--- src/rtl/sinc3_trip_mc.sv ---
// Multi-channel sinc3 decimator with window comparator and k-of-n sticky trip.
// Drives the active-low PWM fault input from the per-channel trip status.
module sinc3_trip_mc #(
  parameter int NCH     = 4,
  parameter int ACC_W   = 24,
  parameter int DEC_W   = 16,
  parameter int WIN_MAX = 16,
  parameter int CW      = $clog2(WIN_MAX + 1)
) (
  input  logic                 mclk_trip,
  input  logic                 reset_trip,
  input  logic [NCH-1:0]       mdata_trip,
  input  logic [DEC_W-1:0]     dec_rate_trip,
  input  logic [NCH-1:0]       en_trip,
  input  logic [ACC_W-1:0]     lmax_trip,
  input  logic [ACC_W-1:0]     lmin_trip,
  input  logic [CW-1:0]        lcnt_trip,
  input  logic [CW-1:0]        lwin_trip,
  input  logic [NCH-1:0]       trip_clr,
  output logic [NCH*ACC_W-1:0] filter_out_trip,
  output logic                 data_valid,
  output logic [NCH-1:0]       limit_flags,
  output logic [NCH-1:0]       trip_status,
  output logic                 trip_pin
);

  logic [DEC_W-1:0] deff;
  logic [DEC_W-1:0] cnt_q, cnt_d;
  logic [1:0]       settle_q, settle_d;
  logic             dec_tick;
  logic             data_valid_q, data_valid_d;
  logic [NCH-1:0]   limit_flags_q, limit_flags_d;
  logic [NCH-1:0]   trip_status_q, trip_status_d;
  logic             trip_pin_q, trip_pin_d;
  logic             win_len_ok;

  // Shared decimation counter; the first three ticks only prime the combs.
  always_comb begin
    deff         = (dec_rate_trip < DEC_W'(2)) ? DEC_W'(2) : dec_rate_trip;
    dec_tick     = (cnt_q >= (deff - DEC_W'(1)));
    cnt_d        = dec_tick ? '0 : cnt_q + DEC_W'(1);
    settle_d     = settle_q;
    data_valid_d = 1'b0;
    if (dec_tick) begin
      if (settle_q == 2'd3) begin
        data_valid_d = 1'b1;
      end else begin
        settle_d = settle_q + 2'd1;
      end
    end
    win_len_ok = (lwin_trip != '0) && (lwin_trip <= CW'(WIN_MAX));
    trip_pin_d = ~|trip_status_d;
  end

  for (genvar gi = 0; gi < NCH; gi++) begin : g_ch
    logic [ACC_W-1:0]   i1_q, i1_d, i2_q, i2_d, i3_q, i3_d;
    logic [ACC_W-1:0]   z1_q, z1_d, z2_q, z2_d, z3_q, z3_d;
    logic [ACC_W-1:0]   out_q, out_d;
    logic [ACC_W-1:0]   c1, c2, c3;
    logic [WIN_MAX-1:0] win_q, win_d;
    logic [CW-1:0]      count;
    logic               exceed;
    logic               set_trip;

    always_comb begin
      // Modulo arithmetic throughout: integrator wrap cancels in the combs.
      i1_d  = i1_q + {{(ACC_W-1){1'b0}}, mdata_trip[gi]};
      i2_d  = i2_q + i1_q;
      i3_d  = i3_q + i2_q;
      c1    = i3_q - z1_q;
      c2    = c1 - z2_q;
      c3    = c2 - z3_q;
      z1_d  = z1_q;
      z2_d  = z2_q;
      z3_d  = z3_q;
      out_d = out_q;
      if (dec_tick) begin
        z1_d  = i3_q;
        z2_d  = c1;
        z3_d  = c2;
        out_d = c3;
      end

      exceed = (out_q > lmax_trip) || (out_q < lmin_trip);
      win_d  = data_valid_q ? {win_q[WIN_MAX-2:0], exceed} : win_q;

      count = '0;
      if (win_len_ok) begin
        for (int b = 0; b < WIN_MAX; b++) begin
          if (CW'(b) < lwin_trip) begin
            count = count + CW'(win_q[b]);
          end
        end
      end
      set_trip = en_trip[gi] && (lcnt_trip != '0) && (count >= lcnt_trip);
    end

    assign limit_flags_d[gi] = data_valid_q ? exceed : limit_flags_q[gi];
    // Set dominates a simultaneous clear.
    assign trip_status_d[gi] = set_trip | (trip_status_q[gi] & ~trip_clr[gi]);
    assign filter_out_trip[gi*ACC_W +: ACC_W] = out_q;

    always_ff @(posedge mclk_trip or posedge reset_trip) begin
      if (reset_trip) begin
        i1_q  <= '0;
        i2_q  <= '0;
        i3_q  <= '0;
        z1_q  <= '0;
        z2_q  <= '0;
        z3_q  <= '0;
        out_q <= '0;
        win_q <= '0;
      end else begin
        i1_q  <= i1_d;
        i2_q  <= i2_d;
        i3_q  <= i3_d;
        z1_q  <= z1_d;
        z2_q  <= z2_d;
        z3_q  <= z3_d;
        out_q <= out_d;
        win_q <= win_d;
      end
    end
  end

  always_ff @(posedge mclk_trip or posedge reset_trip) begin
    if (reset_trip) begin
      cnt_q         <= '0;
      settle_q      <= '0;
      data_valid_q  <= 1'b0;
      limit_flags_q <= '0;
      trip_status_q <= '0;
      trip_pin_q    <= 1'b1;
    end else begin
      cnt_q         <= cnt_d;
      settle_q      <= settle_d;
      data_valid_q  <= data_valid_d;
      limit_flags_q <= limit_flags_d;
      trip_status_q <= trip_status_d;
      trip_pin_q    <= trip_pin_d;
    end
  end

  assign data_valid  = data_valid_q;
  assign limit_flags = limit_flags_q;
  assign trip_status = trip_status_q;
  assign trip_pin    = trip_pin_q;

endmodule

--- config.mk ---
export PLATFORM = sky130hd
export DESIGN_NAME = sinc3_trip_mc
export DESIGN_NICKNAME = d
export VERILOG_FILES = /design/src/rtl/sinc3_trip_mc.sv
export SDC_FILE = /design/constraint.sdc
export NUM_CORES = 2
export LEC_CHECK = 0
export ABC_AREA = 1
export CORE_UTILIZATION = 65
export DETAILED_ROUTE_END_ITERATION = 6
export PLACE_DENSITY = 0.94
export SLEW_MARGIN = 25
export SYNTH_ARGS = -nofsm -noshare
export SYNTH_HDL_FRONTEND = slang
export SYNTH_SLANG_ARGS = --single-unit
export TNS_END_PERCENT = 5
--- constraint.sdc ---
create_clock -name mclk_trip -period 79.9 [get_ports mclk_trip]
set_clock_uncertainty 0.2 [all_clocks]
set_input_delay 15.98 -clock mclk_trip [delete_from_list [all_inputs] [get_ports mclk_trip]]
set_output_delay 15.98 -clock mclk_trip [all_outputs]
set_load 0.05 [all_outputs]
# After elaboration in Yosys (flattened, before gate mapping)
# Index checks and enable logic that the tools add are counted.
# totals
wordCells	320
regBits	764
in_bits	88
output_inout_bits	106
# op_classes
magnitude_cmp	31
bitwise	13
n_reduce_logical	18
add_sub_neg	87
eq_ne	1
muxes	132
# ops
cell	n
5-bit 2-to-1 mux	124
5-bit by 1-bit adder with 5-bit output	60
24-bit subtractor	12
24-bit adder	8
24-bit by 1-bit adder with 24-bit output	4
24-bit > comparator	4
24-bit < comparator	4
4-bit by 5-bit < comparator with 1-bit output (first input constant)	8
16-bit 2-to-1 mux	2
5-bit >= comparator	4
3-bit by 5-bit < comparator with 1-bit output (first input constant)	4
16-bit by 1-bit adder with 16-bit output (second input constant)	1
16-bit >= comparator	1
16-bit by 2-bit < comparator with 1-bit output (second input constant)	1
16-bit by 1-bit subtractor with 16-bit output (second input constant)	1
1-bit by 5-bit < comparator with 1-bit output (first input constant)	2
2-bit by 5-bit < comparator with 1-bit output (first input constant)	2
5-bit nonzero test	2
1-bit logical AND	9
1-bit 2-to-1 mux	6
5-bit less-or-equal comparator (second input constant)	1
1-bit inverter	5
1-bit AND	4
1-bit logical OR	4
other kinds (6)	9

# Depth between registers and ports, before layout
# logic_depth
depth_word	53
depth_mapped	71

# Least setup slack after synthesis
# OpenSTA, ideal clock, no wires.
# synth_path
path_type	input port to flip-flop
startpoint	in lwin_trip[2]
endpoint	reg trip_pin_q (netlist: trip_pin)
t_arrival_ps	25896
setup_slack_ps	53707
path_stages	67
required_time_ps	79603
path_cell_list	buf_2 -> nor2_1 -> nand2_2 -> nor2_1 -> inv_1 -> nand2_1 -> inv_1 -> ha_1 -> nand2_1 -> nand2_1 -> ha_1 -> nand2_1 -> nand2_1 -> ha_1 -> nor2_1 -> a31oi_1 -> ha_1 -> ha_1 -> [... 31 more ...] -> ha_1 -> or2_2 -> o21ai_0 -> inv_1 -> ha_1 -> nand2_1 -> o21ai_0 -> ha_1 -> nor2_1 -> nor2_1 -> ha_1 -> a21oi_1 -> o21bai_1 -> a21oi_1 -> nor2_1 -> o211ai_1 -> o21ai_0 -> nor4_1
# synth_via
elab_chain_cells	53
elab_cells_between_ends	221
# synth_rtl
element	line	text
start, declared	18	input logic [CW-1:0] lwin_trip,
1-bit by 5-bit < comparator with 1-bit output	90	if (CW'(b) < lwin_trip) begin
1-bit 2-to-1 mux	90	
5-bit 2-to-1 mux	88	if (win_len_ok) begin
5-bit by 1-bit adder with 5-bit output	91	count = count + CW'(win_q[b]);
5-bit 2-to-1 mux	90	
5-bit 2-to-1 mux	88	
5-bit by 1-bit adder with 5-bit output	91	
5-bit 2-to-1 mux	90	
[... 39 more ...]	-	
5-bit 2-to-1 mux *	88	
5-bit >= comparator *	95	set_trip = en_trip[gi] && (lcnt_trip != '0) && (count >= lcnt_trip);
1-bit logical AND *	95	
1-bit OR *	100	assign trip_status_d[gi] = set_trip | (trip_status_q[gi] & ~trip_clr[gi]);
named net trip_status_d[1]	33	logic [NCH-1:0] trip_status_q, trip_status_d;
4-bit OR reduction *	52	trip_pin_d = ~|trip_status_d;
1-bit zero test *	52	
named net trip_pin_d	34	logic trip_pin_q, trip_pin_d;
end signal, assigned	140	trip_pin_q <= trip_pin_d;
end, declared	34	
# Mark *: on every way through the listed nets, which the timed path passes. The rest lies on a longest branch. The select of a mux whose other input is x is not followed.
# A chain may end at the register's enable or synchronous reset.

# Worst setup path after layout
# layout_path
startpoint	in lwin_trip[4]
endpoint	reg trip_pin_q (netlist: trip_pin)
# Same word-level chain as after synthesis.

==> metrics.md <==
| Metric | Value |
|---|---|
| # nets final | `8135` |
| Period utilisation layout | `0.3464` |
| Syn Area/Cell | `8.043 sq um` |
| Number of synthesized flops with an enable pin | `0` |
| Min-delay worst type | `flop to flop` |
| Num CTS Buffers | `84` |
| Max Cap Violations | `0` |
| GR Util All Layers | `0.3291` |
| Most common cell on crit path | `nand2_1` |
| WP depth | `68` |
| CTS tree | `done` |
| Crit path kind | `input port to flop` |
| CP startpoint kind | `input port` |
| Core area | `85680 sq um` |
| DR WL/cell | `17.41 microns` |
| Relative slew slack | `0.3731` |
| # setup viols final | `0` |
| Final TNS setup | `0 ns` |
| Clock Path Buffers | `3` |
| Sequential fraction of the synthesis area | `0.3357` |
| Vias | `49970` |
| CP top delay family | `simple AND/OR/NAND/NOR gates` |
| Yosys reg bits | `760` |
| N_diodes | `0` |
| Yosys warnings | `0` |
| Worst-case reg-to-reg path depth | `62` |
| FF-to-FF End | `trip_pin` |
| Post-synthesis cell type count | `64` |
| Skew-Pair Late Insertion Delay | `0.65 ns` |
| Residual DRC | `0` |
| Final hold vios | `0` |
| Initial antenna violation count | `0` |
| Worst-path maximum fanout | `24` |
| Die area | `88340 sq um` |
| Vias in the first global route | `50140` |
| Final WL | `146700 microns` |
| Largest net degree at the start of global routing | `140` |
| Critical Path Start | `lwin_trip[4]` |
| RSZ-0062 raised after global routing | `false` |
| CP Capture Type | `flop` |
| WP buf/inv | `10` |
| Prevailing post-synth register cell | `dfrtp_1` |
| Post-synth ARST share | `1.000` |
| Reg-to-reg startpoint | `g_ch[1].win_q[0]` |
| Postcts setup bufs | `0` |
| CP peak stage delay | `0.41 ns` |
| Cell count after synthesis | `7043` |
| Critical Path End | `trip_pin` |
| Mapped Nets | `7962` |
| Root Buffer | `clkbuf_16` |
| # fillers | `5772` |
| Post-route ant nets | `0` |
| Outcome | `complete, no violations` |
| R2R setup slack | `68.83 ns` |
| Starting DRT DRC Count | `3971` |
| Cts hold-fix bufs | `0` |
| Global route overflow | `0` |
| Synthesized cell area | `56650 sq um` |
| Die width | `297.2 microns` |
| First-pass GRT wire length | `240500 microns` |
| H-Tree Depth | `3` |
| Site Rows | `107` |
| Reg clk slew, reported paths | `0.06 ns` |
| Final min period | `27.68 ns` |
| IO Port Bufs | `193` |
| Peak Freq | `36.13 MHz` |
| Initial Util | `0.6611` |
| Vias/cell | `5.928` |
| Dpl hpwl | `105500 microns` |
| Commonest non-fill, non-tap cell in the layout | `nand2_1` |
| Arr. time, crit path | `28.03 ns` |
| TritonRoute pass-1 iters | `7` |
| Resize count post-CTS | `0` |
| Share of layout cells above drive strength 1 | `0.04736` |
| Worst endpoint required time | `80.26 ns` |
| Worst slew pin tran | `0.9404 ns` |
| CTS Sinks | `760` |
| Leading cell types in the layout, fill and taps excluded | `nand2_1, inv_1, ha_1` |
| Io pins | `194` |
| Syn-to-layout area delta | `10.80%` |
| CP max-delay cell | `clkdlybuf4s50_1` |
| Final GP Congestion | `0.9180` |
| Pins Over Slew Limit | `0` |
| Die H | `297.2 microns` |
## worst min-delay path by stage
stage / startpoint / endpoint / slack [ns] / depth (start not counted)
finish: g_ch[3].z2_q[21] / g_ch[3].z2_q[21] / 0.29 / 2
global route: settle_q[0] / settle_q[0] / 0.30 / 1
CTS: settle_q[0] / settle_q[0] / 0.28 / 1
detailed placement: settle_q[0] / settle_q[0] / 0.27 / 1
global placement: settle_q[0] / settle_q[0] / 0.26 / 1
floorplan: settle_q[0] / settle_q[0] / 0.25 / 1
## worst reg2reg max path: cells and delay by family, from the launching register on
kind                     cells  cell delay [ns]
AND/OR/NAND/NOR             30             3.87
AO/OA/AOI/OAI                8             1.14
buffers and inverters        7             0.39
adder cells (fa/ha/maj)     17             4.73
flip-flops                   1             0.61
## registers in the layout, indices dropped and copies added, names as in the netlist
signal,cells
cnt_q,16
g_ch.i2_q,96
g_ch.i1_q,96
g_ch.z3_q,96
settle_q,2
g_ch.win_q,64
data_valid,1
g_ch.z1_q,96
g_ch.i3_q,96
g_ch.out_q,96
trip_status,4
g_ch.z2_q,96
trip_pin,1
## metal layers
metal | routed length (microns) | track usage | up-vias
li1 | - | - | 23850
met1 | 57200 | 0.3895 | 23830
met2 | 69960 | 0.5645 | 1839
met3 | 13230 | 0.08275 | 444
met4 | 6349 | 0.1437 | 0
met5 | 0 | 0 | -
## cells in the mapped netlist (all sizes together) (20+ instances only)
library cell | instances | share of area
a211oi | 39 | 0.0052
a21boi | 24 | 0.0032
a21oi | 578 | 0.051
a31oi | 37 | 0.0041
clkbuf | 111 | 0.0074
dfrtp | 759 | 0.34
fa | 20 | 0.0071
ha | 811 | 0.18
inv | 912 | 0.060
nand2 | 1531 | 0.10
nand3 | 434 | 0.040
nand3b | 46 | 0.0067
nand4 | 76 | 0.0087
nor2 | 296 | 0.020
nor3 | 46 | 0.0042
o211ai | 27 | 0.0036
o21ai | 559 | 0.050
o21bai | 27 | 0.0036
or2 | 50 | 0.0055
xnor2 | 186 | 0.029
xor2 | 353 | 0.055
## layout make-up
cell class | count | area (sq um) | area share
well taps | 1144 | 1431 | 0.02281
flip-flops and latches | 760 | 19020 | 0.3031
clock buffers | 120 | 2510 | 0.03999
repair buffers | 213 | 2101 | 0.03347
inverters | 915 | 3447 | 0.05492
multi-input cells | 5242 | 33700 | 0.5369
clock inverters | 35 | 555.5 | 0.008851
## through the flow
stage	cell area, sq um	instances	setup WS (ns)	hold slack [ns]	utilization
floorplan	56650	7043	42.39	0.2511	-
finish	62760	8429	52.22	0.2861	0.7325
global route	62760	8429	51.50	0.2983	0.7325
CTS	62730	8429	52.36	0.2845	0.7322
global placement	59670	8274	52.04	0.2648	0.6964
detailed placement	59670	8274	51.70	0.2720	0.6964
## cell families after synthesis
family,Yosys count,share of synthesized area
simple gates,2503,0.1928
compound gates,1360,0.1304
buf+inv,1041,0.06984
fa+ha+maj,831,0.1862
flops,760,0.3357
xor+xnor,539,0.08334
mux,9,0.001701
Power is not shown: default switching activity piles up to over one toggle a cycle in this logic, so the estimate is an artifact.
